==> src/rtl/dalu_seq.sv <==
// Sequential ALU with single-cycle ops, iterative shifts and optional shift-add MUL.
// Define DALU_SEQ_MUL_EN to build the multiplier; otherwise opcode 9 decodes as unknown.
module dalu_seq #(
  parameter int WIDTH = 16,
  parameter int SHW   = $clog2(WIDTH)
) (
  input  logic             clk,
  input  logic             rst_n,
  input  logic             in_valid,
  output logic             in_ready,
  input  logic [WIDTH-1:0] a,
  input  logic [WIDTH-1:0] b,
  input  logic [3:0]       op,
  output logic             out_valid,
  input  logic             out_ready,
  output logic [WIDTH-1:0] result,
  output logic [3:0]       flags,
  output logic             busy
);

  typedef enum logic [1:0] {IDLE, EXEC, DONE} state_t;

  localparam logic [3:0] OP_PASS = 4'd0;
  localparam logic [3:0] OP_OR   = 4'd1;
  localparam logic [3:0] OP_AND  = 4'd2;
  localparam logic [3:0] OP_XOR  = 4'd3;
  localparam logic [3:0] OP_NOT  = 4'd4;
  localparam logic [3:0] OP_ADD  = 4'd5;
  localparam logic [3:0] OP_SUB  = 4'd6;
  localparam logic [3:0] OP_SHL  = 4'd7;
  localparam logic [3:0] OP_SHR  = 4'd8;
  localparam logic [3:0] OP_SHLN = 4'd10;
  localparam logic [3:0] OP_SHRN = 4'd11;
  localparam logic [SHW:0] CNT_ONE = 1;

  state_t           state;
  logic [WIDTH-1:0] sh_r;
  logic             dir_r;
  logic [SHW:0]     cnt;

  logic [SHW-1:0]   n;
  logic [WIDTH:0]   sum;
  logic [WIDTH:0]   dif;
  logic [WIDTH-1:0] sc_res;
  logic             sc_c;
  logic             sc_v;
  logic             sc_multi;
  logic [WIDTH-1:0] sh_nxt;
  logic             sh_c;
  logic [WIDTH-1:0] fin_res;
  logic             fin_c;

`ifdef DALU_SEQ_MUL_EN
  localparam logic [3:0] OP_MUL = 4'd9;
  logic [2*WIDTH-1:0] mcand_r;
  logic [2*WIDTH-1:0] prod_r;
  logic [2*WIDTH-1:0] prod_nxt;
  logic [WIDTH-1:0]   mpl_r;
  logic               mul_r;
  assign prod_nxt = prod_r + (mpl_r[0] ? mcand_r : '0);
`endif

  assign in_ready = (state == IDLE);
  assign n        = b[SHW-1:0];

  always_comb begin
    sum      = {1'b0, a} + {1'b0, b};
    dif      = {1'b0, a} - {1'b0, b};
    sc_res   = '0;
    sc_c     = 1'b0;
    sc_v     = 1'b0;
    sc_multi = 1'b0;
    case (op)
      OP_PASS: sc_res = b;
      OP_OR:   sc_res = a | b;
      OP_AND:  sc_res = a & b;
      OP_XOR:  sc_res = a ^ b;
      OP_NOT:  sc_res = ~a;
      OP_ADD: begin
        sc_res = sum[WIDTH-1:0];
        sc_c   = sum[WIDTH];
        sc_v   = (a[WIDTH-1] == b[WIDTH-1]) &&
                 (sum[WIDTH-1] != a[WIDTH-1]);
      end
      OP_SUB: begin
        sc_res = dif[WIDTH-1:0];
        sc_c   = dif[WIDTH];
        sc_v   = (a[WIDTH-1] != b[WIDTH-1]) &&
                 (dif[WIDTH-1] != a[WIDTH-1]);
      end
      OP_SHL: begin
        sc_res = a << 1;
        sc_c   = a[WIDTH-1];
      end
      OP_SHR: begin
        sc_res = a >> 1;
        sc_c   = a[0];
      end
      OP_SHLN, OP_SHRN: begin
        sc_res   = a;
        sc_multi = (n != '0);
      end
`ifdef DALU_SEQ_MUL_EN
      OP_MUL:  sc_multi = 1'b1;
`endif
      default: sc_res = '0;
    endcase
  end

  assign sh_nxt = dir_r ? (sh_r >> 1) : (sh_r << 1);
  assign sh_c   = dir_r ? sh_r[0] : sh_r[WIDTH-1];

  // Value committed on the final EXEC cycle, including that cycle's step
  always_comb begin
    fin_res = sh_nxt;
    fin_c   = sh_c;
`ifdef DALU_SEQ_MUL_EN
    if (mul_r) begin
      fin_res = prod_nxt[WIDTH-1:0];
      fin_c   = |prod_nxt[2*WIDTH-1:WIDTH];
    end
`endif
  end

  always_ff @(posedge clk) begin
    if (!rst_n) begin
      state     <= IDLE;
      result    <= '0;
      flags     <= '0;
      out_valid <= 1'b0;
      busy      <= 1'b0;
    end else begin
      case (state)
        IDLE: begin
          if (in_valid) begin
            if (sc_multi) begin
              state <= EXEC;
              busy  <= 1'b1;
              sh_r  <= a;
              dir_r <= (op == OP_SHRN);
              cnt   <= {1'b0, n};
`ifdef DALU_SEQ_MUL_EN
              mul_r   <= (op == OP_MUL);
              mcand_r <= {{WIDTH{1'b0}}, a};
              mpl_r   <= b;
              prod_r  <= '0;
              if (op == OP_MUL)
                cnt <= (SHW+1)'(WIDTH);
`endif
            end else begin
              state     <= DONE;
              out_valid <= 1'b1;
              result    <= sc_res;
              flags     <= {sc_v, sc_res[WIDTH-1],
                            sc_c, sc_res == '0};
            end
          end
        end
        EXEC: begin
          cnt  <= cnt - CNT_ONE;
          sh_r <= sh_nxt;
`ifdef DALU_SEQ_MUL_EN
          prod_r  <= prod_nxt;
          mcand_r <= mcand_r << 1;
          mpl_r   <= mpl_r >> 1;
`endif
          if (cnt == CNT_ONE) begin
            state     <= DONE;
            busy      <= 1'b0;
            out_valid <= 1'b1;
            result    <= fin_res;
            flags     <= {1'b0, fin_res[WIDTH-1],
                          fin_c, fin_res == '0};
          end
        end
        DONE: begin
          if (out_ready) begin
            state     <= IDLE;
            out_valid <= 1'b0;
          end
        end
        default: state <= IDLE;
      endcase
    end
  end

endmodule

==> config.mk <==
export PLATFORM = sky130hd
export DESIGN_NAME = dalu_seq
export DESIGN_NICKNAME = d
export VERILOG_FILES = /design/src/rtl/dalu_seq.sv
export SDC_FILE = /design/constraint.sdc
export NUM_CORES = 1
export LEC_CHECK = 0
export CAP_MARGIN = 15
export CELL_PAD_IN_SITES_DETAIL_PLACEMENT = 2
export CELL_PAD_IN_SITES_GLOBAL_PLACEMENT = 2
export CORE_MARGIN = 5
export CORE_UTILIZATION = 34
export DETAILED_ROUTE_END_ITERATION = 7
export PLACE_DENSITY = 0.85
export SLEW_MARGIN = 20
export SYNTH_ARGS = -nofsm -noshare
export SYNTH_HDL_FRONTEND = slang
export SYNTH_SLANG_ARGS = --single-unit
export TNS_END_PERCENT = 100
==> constraint.sdc <==
create_clock -name clk -period 5.6 [get_ports clk]
set_clock_uncertainty 0.2 [all_clocks]
set_input_delay 1.12 -clock clk [delete_from_list [all_inputs] [get_ports clk]]
set_output_delay 1.12 -clock clk [all_outputs]
set_load 0.1 [all_outputs]
==> metrics <==
Setup-failing EPs final=0; H-tree levels=2; synthesized flop and latch total=45; Fmax achieved=189 MHz; max capacitance violation total=0; syn nets=868; worst r2r src=state[0]; post-route ant nets=0; async set or reset register ratio after synthesis=0%; final slew viol count=0; Most used DFF post-synth=dfxtp_1; kind of critical path=in -> reg; worst rel slew slack=34.3%; wirelength, routed=26,700 µm; RSZ-0062 raised after global routing=no; critical path depth=14; Post-Syn Area=around 0.0058 mm²; layout cells sized above 1=7.06%; status=finished clean; Initial Util=34.8%; minimum clock period=5.30 ns; # fillers=a little under 2k; slowest stage cell, crit path=or4_1; Port Buffers=62; Buf/Inv on CP=3; core footprint=between 0.015 and 0.02 mm²; Placed Area=0.00664 mm²; Row Count=47; Ys Warns=0; Max VDD drop=187 µV; overall die height=140 µm; hold endpoint=result[11]; most common cell after layout, fill and taps aside=nand2_1; WHS Path Cells=2; Pwr Total=1330 µW; Reg area=about 0.0011 mm²; reg2reg path depth=8; Lkg Pwr=0.00270 µW; cell area after layout=0.00681 mm²; DRC violations left=0; Worst-Skew Late Latency=0.29 ns; fin nets=a little over 900; Reg clk slew, reported paths=~0.060 ns; CTS resizes=0; post-synth top area share=a little under an eighth; Max FO, Critical Path=6; # diodes=0; Final Cycle Share=94.7%; register-to-register setup slack=approximately 2.5 ns; largest net degree at the start of global routing=41; CP Launch Type=input pin; via/cell ratio=6.35; critical path capture point type=flip-flop; routability cong.=0.949; Top delay family on crit path=simple AND/OR/NAND/NOR gates; crit path DAT=roughly 5.3 ns; cts hold-fix bufs=0; Root Buffer=clkbuf_16; ranking of synthesized cells by area=edfxtp_1 (11%), ha_1 (11%), dfxtp_1 (8.0%); Mapped Cells=775; area grow syn2layout=18.1%; gr ovfl total=0; synth unique cells=81; multi-input logic area=0.00420 mm²; vias=around 6.6k; CP required=5.63 ns; vias in the first global route=7,204; most frequent cells in the layout=nand2_1 (71), o21ai_0 (67), nor2_1 (59), clkdlybuf4s50_1 (59), inv_1 (55); Clock Sink Count=45; pwr/cell area=195 mW/mm²; Clock Tree Buf Depth=2; post-synthesis sequential area ratio=around a fifth; initial antenna violation count=0; All-Layer GR Usage=26.6%; Synth area leader=edfxtp_1; drt wl/cell=~26 µm; Die ar.=0.0197 mm²; EDFF count, synth=22; Die W=approximately 140 µm; CTS buffer count=5; HPWL Detailed=roughly 21,000 µm; RR Endpoint=flags[0]; worst slack, placed=roughly 0.12 ns; postcts setup bufs=0; Worst Max-Slew Pin Slew=0.982 ns; initial DRC count=between 500 and 600; total I/O pin count=63; Critical Path, Cell by Cell=clkdlybuf4s50_1 > inv_1 > ha_1 > inv_1 > fa_1 > nor2b_1 > o311ai_2 > nand2_1 > mux2_2 > a221oi_1 > nand4_1 > or4_1 > or4_1 > o21ai_1; first-pass GRT wire length=41,800 µm; Setup WS post-layout=0.297 ns; hold_sp=result[11]; syn avg cell area=between 7 and 8 µm²; drt first pass iters=5; TNS Setup=0 ns; CTS tree=built; HP Class=reg -> reg; final hold vios=0; Worst path max stage delay=0.52 ns
[metrics by stage]
stage	utilization [%]	std cells	hold slack (ns)
floorplan	-	775	0.356
global placement	40.0	1033	0.251
detailed placement	40.0	1033	0.261
CTS	41.1	1041	0.268
global route	41.1	1041	0.306
finish	41.1	1041	0.264
[worst reg2reg max path: cells and delay by family (launching register included)]
kind,cells,cell delay (ns)
AO/OA/AOI/OAI,3,0.61
AND/OR/NAND/NOR,5,1.60
flip-flops,1,0.61
[cell usage after synthesis, types with 5 or more instances]
library cell  number
a211oi_1          10
a21boi_0          13
a21o_1             7
a21oi_1           52
a221o_1            5
a221oi_1           9
a22oi_1            9
a31oi_1            9
and2_1             7
buf_2             12
buf_4              5
clkbuf_1          30
dfxtp_1           23
edfxtp_1          22
ha_1              51
inv_1             55
mux2_2             5
mux2i_1           26
nand2_1           71
nand2b_1          15
nand3_1           18
nand3b_1           6
nand4_1            5
nor2_1            59
nor2b_1           23
nor3_1            19
nor4_1            10
o2111ai_1          6
o211ai_1          14
o21ai_0           67
o22ai_1           11
o31ai_1            6
[flip-flops by register name, indices dropped and copies added (netlist names)]
name       cells
sh_r          16
result        15
cnt            5
flags          4
state          2
busy           1
dir_r          1
out_valid      1
[cells by family after synthesis]
family / count (synthesis) / synth area share [%]
adder cells (fa/ha/maj): 53 / 11.8
AO/OA/AOI/OAI: 274 / 32.2
buffers and inverters: 110 / 8.03
flip-flops: 45 / 19.5
multiplexers: 31 / 5.49
XOR/XNOR: 3 / 0.456
AND/OR/NAND/NOR: 259 / 22.6
[routing by layer]
| layer | vias to the layer above | wire [µm] | part of all wire [%] | GRT usage, % |
|---|---|---|---|---|
| met4 | 0 | 668 | 2.5 | 7.90 |
| met5 | - | 0 | 0 | 0 |
| met1 | 3345 | 11300 | 42 | 33.2 |
| met2 | 244 | 13300 | 50 | 46.9 |
| met3 | 57 | 1510 | 5.6 | 4.43 |
| li1 | 2969 | - | - | - |
[worst max-delay path by stage]
stage	start	to	slack, ns
2_1_floorplan	a[0]	flags[0]	1.29
3_3_place_gp	b[0]	flags[0]	0.32
3_5_place_dp	a[0]	flags[0]	0.12
4_1_cts	b[0]	flags[0]	0.41
5_1_grt	a[0]	flags[0]	0.11
6_report	a[0]	flags[0]	0.30
[where the power goes]
| group | total, µW | internal (µW) | switching (µW) |
|---|---|---|---|
| clock | 334 | 205 | 129 |
| sequential | 375 | 362 | 13.1 |
| combinational | 618 | 198 | 420 |
[final cells by class]
class	instances	share of cell area, %
clock buffer	8	2.46
inverter	56	3.09
multi-input combinational	620	61.7
sequential	45	16.5
tap	220	4.04
timing repair buffer	92	12.2
(Power assumes the default switching activity.)
